File: config.mk
export PLATFORM = sky130hd
export DESIGN_NAME = pll_lock_supervisor
export DESIGN_NICKNAME = d
export VERILOG_FILES = /design/src/rtl/pll_lock_supervisor.sv
export SDC_FILE = /design/constraint.sdc
export NUM_CORES = 1
export LEC_CHECK = 0
export CAP_MARGIN = 20
export CORE_MARGIN = 2
export CORE_UTILIZATION = 35
export DETAILED_ROUTE_END_ITERATION = 8
export SYNTH_ARGS = -nofsm -noshare
export SYNTH_HDL_FRONTEND = slang
export SYNTH_SLANG_ARGS = --single-unit
File: constraint.sdc
create_clock -name CLK -period 2.7 [get_ports CLK]
set_input_delay 0.27 -clock CLK [delete_from_list [all_inputs] [get_ports CLK]]
set_output_delay 0.27 -clock CLK [all_outputs]
set_load 0.02 [all_outputs]
File: src/rtl/pll_lock_supervisor.sv
// Per-channel sequencer for SB_PLL40 reset/bypass, LOCK filtering, timeout retry
// and DYNAMICDELAY ownership. Every output is a register one stage behind the FSM.
module pll_lock_supervisor #(
  parameter int         NCH          = 2,
  parameter int         RST_CYCLES   = 16,
  parameter int         LOCK_FILT    = 64,
  parameter int         LOCK_TIMEOUT = 4096,
  parameter int         MAX_RETRY    = 3,
  parameter logic [7:0] DLY_INIT     = 8'h00
) (
  input  logic             CLK,
  input  logic             RESETB,
  input  logic [NCH-1:0]   ENABLE,
  input  logic [NCH-1:0]   LOCK_IN,
  input  logic             DLY_WE,
  input  logic [1:0]       DLY_CH,
  input  logic [7:0]       DLY_DATA,
  output logic [NCH-1:0]   PLL_RESETB,
  output logic [NCH-1:0]   BYPASS,
  output logic [8*NCH-1:0] DYNAMICDELAY,
  output logic [NCH-1:0]   LOCKED,
  output logic [NCH-1:0]   FAULT
);

  localparam int RC_W = $clog2(RST_CYCLES + 1);
  localparam int FC_W = $clog2(LOCK_FILT + 1);
  localparam int TC_W = $clog2(LOCK_TIMEOUT + 1);
  localparam int RT_W = $clog2(MAX_RETRY + 1);

  localparam logic [RC_W-1:0] RC_LAST = RC_W'(RST_CYCLES - 1);
  localparam logic [FC_W-1:0] FC_LAST = FC_W'(LOCK_FILT - 1);
  localparam logic [TC_W-1:0] TC_LAST = TC_W'(LOCK_TIMEOUT - 1);
  localparam logic [RT_W-1:0] RT_LAST = RT_W'(MAX_RETRY - 1);

  typedef enum logic [2:0] {
    ST_OFF, ST_RESET, ST_WAIT, ST_LOCKED, ST_FAULT
  } state_t;

  for (genvar c = 0; c < NCH; c++) begin : g_ch
    state_t          r_state, w_state_nxt;
    logic            r_sync1, r_sync2;
    logic [RC_W-1:0] r_rst_cnt, w_rst_cnt_nxt;
    logic [FC_W-1:0] r_flt_cnt, w_flt_cnt_nxt;
    logic [TC_W-1:0] r_tmo_cnt, w_tmo_cnt_nxt;
    logic [RT_W-1:0] r_retry, w_retry_nxt;
    logic [7:0]      r_dly, r_dly_o;
    logic            r_rstb_o, r_byp_o, r_lck_o, r_flt_o;
    logic            w_wr;

    // Writes to channels >= NCH never match any channel and are dropped.
    assign w_wr = DLY_WE && (DLY_CH == 2'(c));

    always_ff @(posedge CLK or negedge RESETB) begin
      if (!RESETB) begin
        r_state   <= ST_OFF;
        r_sync1   <= 1'b0;
        r_sync2   <= 1'b0;
        r_rst_cnt <= '0;
        r_flt_cnt <= '0;
        r_tmo_cnt <= '0;
        r_retry   <= '0;
        r_dly     <= DLY_INIT;
        r_dly_o   <= DLY_INIT;
        r_rstb_o  <= 1'b0;
        r_byp_o   <= 1'b1;
        r_lck_o   <= 1'b0;
        r_flt_o   <= 1'b0;
      end else begin
        r_sync1   <= LOCK_IN[c];
        r_sync2   <= r_sync1;
        r_state   <= w_state_nxt;
        r_rst_cnt <= w_rst_cnt_nxt;
        r_flt_cnt <= w_flt_cnt_nxt;
        r_tmo_cnt <= w_tmo_cnt_nxt;
        r_retry   <= w_retry_nxt;
        if (w_wr) r_dly <= DLY_DATA;
        r_dly_o   <= r_dly;
        r_rstb_o  <= (r_state == ST_WAIT) || (r_state == ST_LOCKED);
        r_byp_o   <= !((r_state == ST_WAIT) || (r_state == ST_LOCKED));
        r_lck_o   <= (r_state == ST_LOCKED);
        r_flt_o   <= (r_state == ST_FAULT);
      end
    end

    // Counters default to zero so they clear on every state exit and never wrap.
    always_comb begin
      w_state_nxt   = r_state;
      w_rst_cnt_nxt = '0;
      w_flt_cnt_nxt = '0;
      w_tmo_cnt_nxt = '0;
      w_retry_nxt   = r_retry;
      case (r_state)
        ST_OFF: begin
          w_retry_nxt = '0;
          if (ENABLE[c]) w_state_nxt = ST_RESET;
        end
        ST_RESET: begin
          if (r_rst_cnt == RC_LAST) w_state_nxt = ST_WAIT;
          else                      w_rst_cnt_nxt = r_rst_cnt + 1'b1;
        end
        ST_WAIT: begin
          if (w_wr) begin
            w_state_nxt = ST_RESET;
            w_retry_nxt = '0;
          end else if (r_sync2 && (r_flt_cnt == FC_LAST)) begin
            w_state_nxt = ST_LOCKED;
            w_retry_nxt = '0;
          end else if (r_tmo_cnt == TC_LAST) begin
            w_retry_nxt = r_retry + 1'b1;
            w_state_nxt = (r_retry == RT_LAST) ? ST_FAULT : ST_RESET;
          end else begin
            w_flt_cnt_nxt = r_sync2 ? (r_flt_cnt + 1'b1) : '0;
            w_tmo_cnt_nxt = r_tmo_cnt + 1'b1;
          end
        end
        ST_LOCKED: begin
          if (w_wr) begin
            w_state_nxt = ST_RESET;
            w_retry_nxt = '0;
          end else if (!r_sync2) begin
            w_state_nxt = ST_RESET;
          end
        end
        ST_FAULT: w_state_nxt = ST_FAULT;
        default:  w_state_nxt = ST_OFF;
      endcase
      if (!ENABLE[c]) begin
        w_state_nxt   = ST_OFF;
        w_rst_cnt_nxt = '0;
        w_flt_cnt_nxt = '0;
        w_tmo_cnt_nxt = '0;
      end
    end

    assign PLL_RESETB[c]         = r_rstb_o;
    assign BYPASS[c]             = r_byp_o;
    assign LOCKED[c]             = r_lck_o;
    assign FAULT[c]              = r_flt_o;
    assign DYNAMICDELAY[8*c +: 8] = r_dly_o;
  end

endmodule

==> flow_summary.yaml, run 1 <==
floorplanning:
  start_util_pct: 35.5
  core-area_sq_um: 11900
  ios: 41
  die-width_microns: 114
  die-area_sq_um: 13000
  die_y_microns: 114
  rows: 40
setup_path:
  crit_cells: 5
  worstPathArrival_ns: 2.34
  crit_chain: "nand2b_2 > or4b_1 > or3_4 > nand2_2 > mux2_1"
  slowest_delay_ns: 0.48
  reg2reg_depth: 5
  cpMaxStageDelayCell: "or4b_1"
  cp_data_required_time_ns: 2.93
  startpoint_type: "flop"
  critical_path.endpoint_type: "flop"
  cp_max_fo: 13
  path_buf_inv: 0
  critical_path_class: "flop to flop"
  critical-path-top-delay-family: "simple AND/OR/NAND/NOR gates"
route:
  drc: 0
  num_vias: 2636
  viasPerCell: 4.76
  routedWlPerCell_microns: 13.3
  drt_pass1_iterations: 4
  drt_iter0_markers: 106
  ant_nets: 0
  wirelength_microns: 7370
clock_tree:
  post_cts_resized: 0
  clock-sinks: 104
  cts_tree: "done"
  cts_buffers: 9
  clockBufferDepth: 2
  clkTransAtPathRegs_ns: 0.08
  cts_htree_levels: 3
  clk_latency_ns: 0.35
  clockRootBuffer: "clkbuf_16"
logic_synthesis:
  synthDistinctLibCells: 48
  synth_async_sr_flop_share_pct: 100
  synth-edff-count: 0
  netlist_area_sq_um: 4230
  ys_ff_latch: 104
  avgSynthCellArea_sq_um: 11.9
  yosysWarnings: 0
  yosysSeqAreaShare_pct: 61.7
  syn-num-nets: 381
  synth_cells: 356
  yosys_most_used_dff: "dfrtp_1"
placement:
  dp_cells: 537
  dpl-instance-area_sq_um: 4780
  dpl.hpwl_microns: 5220
  finalWeightedCongestion: 0.796
  io_buffers: 40
final_layout:
  fill_cells: 1147
  mostFrequentLayoutCells: "102 x dfrtp_1, 59 x nor2_1, 39 x clkdlybuf4s50_1"
  nets: 427
  stdcell_count: 554
  utilization_pct: 42.7
  postLayoutCellArea_sq_um: 5080
  layout-drive-gt1-share_pct: 12.8
  layout_commonest_cell: "dfrtp_1"
  multiInputGateArea_sq_um: 1490
  antenna_cells: 0
  area.growth.synth_to_final_pct: 20.3
  ff_latch_area_sq_um: 2610
global_routing:
  grt_max_degree: 41
  grt_pass1_wl_microns: 13100
  grt-ovfl-total: 0
  antenna_found_initial: 0
  track_usage_pct: 12.8
  grt_pass1_vias: 2778
timing:
  fmaxAchievable_mhz: 474
  period_minus_slack_ns: 2.11
  rsz0062_at_grt: "no"
  drv_slew: 0
  finalClockSkew_ns: 0.00937
  tightest_slew_ns: 0.504
  report.final.setup_viol: 0
  relSlewSlack_pct: 66.4
  finalCritPeriodShare_pct: 78.1
  hold_violations: 0
  tns_ns: 0
pwr:
  ir_worst_vdd_mv: 0.430
  p_leak_nw: 2.18
  power_density_nw_per_um2: 703
worst_hold_path:
  hold_path.class: "flop to flop"
  hold_depth: 0
status:
  outcome: "finished, final reports clean"
job:
  cap_violations: 0
Yosys cell counts, types with 2 or more instances:
cell type  count  share of area, %
and3_1         5              0.74
nor3_1         4              0.47
o41ai_1        3              0.62
o21ai_0        6              0.71
inv_1         12               1.1
clkbuf_1       3              0.27
nand3b_1       2              0.36
nand3_1       17               2.0
and2_1         7               1.0
nand4_1        9               1.3
dfstp_2        2               1.2
buf_4          8               1.4
ha_1           8               2.4
nor2b_1        3              0.44
nor3b_1        3              0.53
or2_2          2              0.30
xor2_1        17               3.5
a21oi_1        3              0.36
nor2_1        59               5.2
a31oi_1        2              0.30
dfrtp_1      102                60
nand2_1       20               1.8
xnor2_1       17               3.5
nor4_1         2              0.30
mux2_2        17               4.5
worst reg2reg max path: stages (launching register included):
cell and delay, ns:
dfrtp_1 0.42, nand2b_2 0.23, or4b_1 0.48, or3_4 0.43, nand2_2 0.10, mux2_1 0.32
final timing paths:
check                              startpoint                 end  slack (ns)
min                           g_ch[0].r_sync1     g_ch[0].r_sync2        0.35
max                        g_ch[0].r_state[2]  g_ch[0].r_state[1]        0.59
max reg2reg                g_ch[0].r_state[2]  g_ch[0].r_state[1]        0.59
min reg2reg                   g_ch[0].r_sync1     g_ch[0].r_sync2        0.35
max in group asynchronous              RESETB     g_ch[1].r_byp_o        1.49
min in group asynchronous              RESETB    g_ch[0].r_dly[5]        0.43
layout make-up:
type,instances,share of cell area (%)
multi-input combinational,227,29.4
clock inverter,7,1.43
inverter,12,0.886
clock buffer,9,4.43
sequential,104,51.2
timing repair buffer,48,9.06
tap,147,3.62
per-layer routing:
layer	up-vias	track usage (%)	part of all wire, %
li1	1288	-	-
met1	1299	17.0	48
met2	39	20.8	48
met3	10	2.82	2.7
met4	0	4.72	1.6
met5	-	0	0
cell families (layout without fill, tap and decap cells):
logic type	after synthesis	in the layout	share of synthesized area [%]
XOR/XNOR	34	34	7.05
flip-flops	104	104	61.7
multiplexers	18	18	4.80
adder cells (fa/ha/maj)	8	8	2.37
AO/OA/AOI/OAI	21	21	3.46
buffers and inverters	25	76	3.14
AND/OR/NAND/NOR	146	146	17.5
registers in the layout, indices dropped and copies added (netlist names):
signal and flops:
g_ch.r_tmo_cnt 26, g_ch.r_dly 16, g_ch.r_dly_o 16, g_ch.r_flt_cnt 14, g_ch.r_rst_cnt 10, g_ch.r_state 6
g_ch.r_retry 4, g_ch.r_byp_o 2, g_ch.r_flt_o 2, g_ch.r_lck_o 2, g_ch.r_rstb_o 2, g_ch.r_sync1 2
g_ch.r_sync2 2
where the power goes:
group / switching [mW] / total (mW) / leakage, nW / internal (mW)
registers: 0.0893 / 1.80 / 1.36 / 1.71
logic: 0.258 / 0.499 / 0.677 / 0.241
clock network: 0.623 / 1.28 / 0.143 / 0.655
per-stage QoR:
| step | hold WS, ns | setup WS, ns | power [mW] |
|---|---|---|---|
| finish | 0.354 | 0.592 | 3.57 |
| global route | 0.354 | 0.454 | 3.74 |
| CTS | 0.346 | 0.596 | 3.63 |
| detailed placement | 0.278 | 0.346 | 2.34 |
| global placement | 0.267 | 0.385 | 2.33 |
| floorplan | -0.0256 | 0.826 | 2.10 |
timing repair:
| item | CTS | global route |
|---|---|---|
| hold endpoints to repair | 36 | 0 |
| hold buffers | 1 | 0 |
| buffers inserted | 0 | 0 |
| setup endpoints to repair | 0 | 0 |
Note: power is estimated with default switching activity, not from simulation.
==> run 2, diff against run 1 <==
==> constraint.sdc (replaced) <==
create_clock -name CLK -period 2.1 [get_ports CLK]
set_input_delay 0.21 -clock CLK [delete_from_list [all_inputs] [get_ports CLK]]
set_output_delay 0.21 -clock CLK [all_outputs]
set_load 0.02 [all_outputs]
==> run 2 against run 1 <==
  * Clock skew decreased by 0.0032 ns
  * Die area unchanged
  * Final cell count increased by 1.8%
  * Via count increased by 0.95%
  * Combinational power increased by 46%
  * Non-clock buffer count increased by 10
  * Largest cell class unchanged
  * Highest routed layer unchanged
==> flow_summary.yaml, run 2 (synthesis gave the netlist of run 1 again) <==
setup_path:
  critical_path_class: "flop to flop"
  crit_end: "g_ch[0].r_state[1]"
  r2r_slack_ns: 0.12
  cp_max_fo: 5
  critical_path.endpoint_type: "flop"
  crit_chain: "nand2b_2 > or4b_1 > or3_4 > nand2_2 > mux2_1"
  path_buf_inv: 0
  reg2reg_depth: 5
  cp_data_required_time_ns: 2.32
  cpMaxStageDelayCell: "or4b_1"
  r2r_end: "g_ch[0].r_state[1]"
  slowest_delay_ns: 0.48
  crit_cells: 5
  startpoint_type: "flop"
  startpoint: "g_ch[0].r_state[2]"
  worstPathArrival_ns: 2.21
  reg2reg_from: "g_ch[0].r_state[2]"
  critical-path-top-delay-family: "simple AND/OR/NAND/NOR gates"
final_layout:
  postLayoutCellArea_sq_um: 5190
  layout-drive-gt1-share_pct: 15.3
  layout_commonest_cell: "dfrtp_1"
  reg_top3: "g_ch.r_tmo_cnt (26), g_ch.r_dly (16), g_ch.r_dly_o (16)"
  area.growth.synth_to_final_pct: 22.7
  largest_reg_flops: 26
  antenna_cells: 0
  fill_cells: 1131
  nets: 437
  regMostFlops: "g_ch.r_tmo_cnt"
  mostFrequentLayoutCells: "102 x dfrtp_1, 59 x nor2_1, 39 x clkdlybuf4s50_1"
route:
  drt_pass1_iterations: 4
  routedWlPerCell_microns: 13.0
  num_vias: 2661
  ant_nets: 0
  drt_iter0_markers: 101
  viasPerCell: 4.72
  drc: 0
  wirelength_microns: 7330
pwr:
  total_power_mw: 4.61
  ir_worst_vdd_mv: 0.496
  power_density_nw_per_um2: 889
  p_leak_nw: 2.23
global_routing:
  grt_pass1_wl_microns: 12900
  track_usage_pct: 12.4
  grt-ovfl-total: 0
  antenna_found_initial: 0
  grt_pass1_vias: 2794
  grt_max_degree: 42
timing:
  relSlewSlack_pct: 65.5
  rsz0062_at_grt: "no"
  fmaxAchievable_mhz: 504
  report.final.setup_viol: 0
  finalClockSkew_ns: 0.00618
  drv_slew: 0
  period_minus_slack_ns: 1.98
  hold_violations: 0
  finalCritPeriodShare_pct: 94.4
  tightest_slew_ns: 0.517
floorplanning:
  die-area_sq_um: 13000
  core-area_sq_um: 11900
  ios: 41
  rows: 40
  start_util_pct: 35.5
  die-width_microns: 114
  die_y_microns: 114
clock_tree:
  clock-sinks: 104
  cts_buffers: 9
  cts_tree: "done"
  clk_latency_ns: 0.34
  cts_htree_levels: 3
  clockRootBuffer: "clkbuf_16"
  clkTransAtPathRegs_ns: 0.07
  clockBufferDepth: 2
job:
  cap_violations: 0
placement:
  dpl.hpwl_microns: 5220
  dpl-instance-area_sq_um: 4860
  finalWeightedCongestion: 0.804
  io_buffers: 40
worst_hold_path:
  hold_depth: 1
  hold_path.class: "input pin to flop"
  min_from: "LOCK_IN[0]"
status:
  outcome: "finished, final reports clean"
==> run 2: where the power goes <==
part | total (mW) | internal [mW] | leakage (nW) | switching, mW
Sequential | 2.28 | 2.20 | 1.36 | 0.0868
Combinational | 0.731 | 0.356 | 0.735 | 0.375
Clock | 1.59 | 0.829 | 0.136 | 0.765
==> run 2: final cells by class <==
cell class / instances / area, sq um / area share (%)
clock buffer: 9 / 225 / 4.34
clock inverter: 7 / 63.8 / 1.23
inverter: 12 / 45.0 / 0.869
multi-input combinational: 227 / 1520 / 29.2
sequential: 104 / 2610 / 50.2
tap: 147 / 184 / 3.55
timing repair buffer: 58 / 548 / 10.6
==> run 2: how the worst min path moves through the flow <==
stage                               to
floorplan             g_ch[0].r_dly[0]
global placement    g_ch[1].r_dly_o[0]
detailed placement  g_ch[1].r_dly_o[0]
CTS                    g_ch[0].r_sync1
global route           g_ch[0].r_sync1
finish                 g_ch[0].r_sync1
==> run 2: layer usage <==
| layer | GRT usage, % | part of all wire [%] |
|---|---|---|
| met3 | 3.56 | 2.9 |
| met5 | 0 | 0 |
| met4 | 3.74 | 0.94 |
| met1 | 16.1 | 47 |
| met2 | 20.4 | 49 |
==> run 2: repair_timing <==
| item | CTS | global route |
|---|---|---|
| hold buffers | 1 | 0 |
| gates resized for setup | 0 | 4 |
| setup endpoints to repair | 0 | 3 |
| hold endpoints to repair | 36 | 0 |
| buffers inserted | 0 | 0 |
==> run 2: through the flow <==
| step | setup WS [ns] | utilization [%] | hold slack (ns) | TNS (ns) | std cells |
|---|---|---|---|---|---|
| 2_1_floorplan | 0.226 | - | -0.0856 | 0 | 356 |
| 3_3_place_gp | -0.0368 | 40.8 | 0.220 | -0.0368 | 547 |
| 3_5_place_dp | -0.0742 | 40.8 | 0.222 | -0.108 | 547 |
| 4_1_cts | 0.110 | 43.4 | 0.288 | 0 | 564 |
| 5_1_grt | 0.0173 | 43.5 | 0.300 | 0 | 564 |
| 6_report | 0.117 | 43.5 | 0.304 | 0 | 564 |
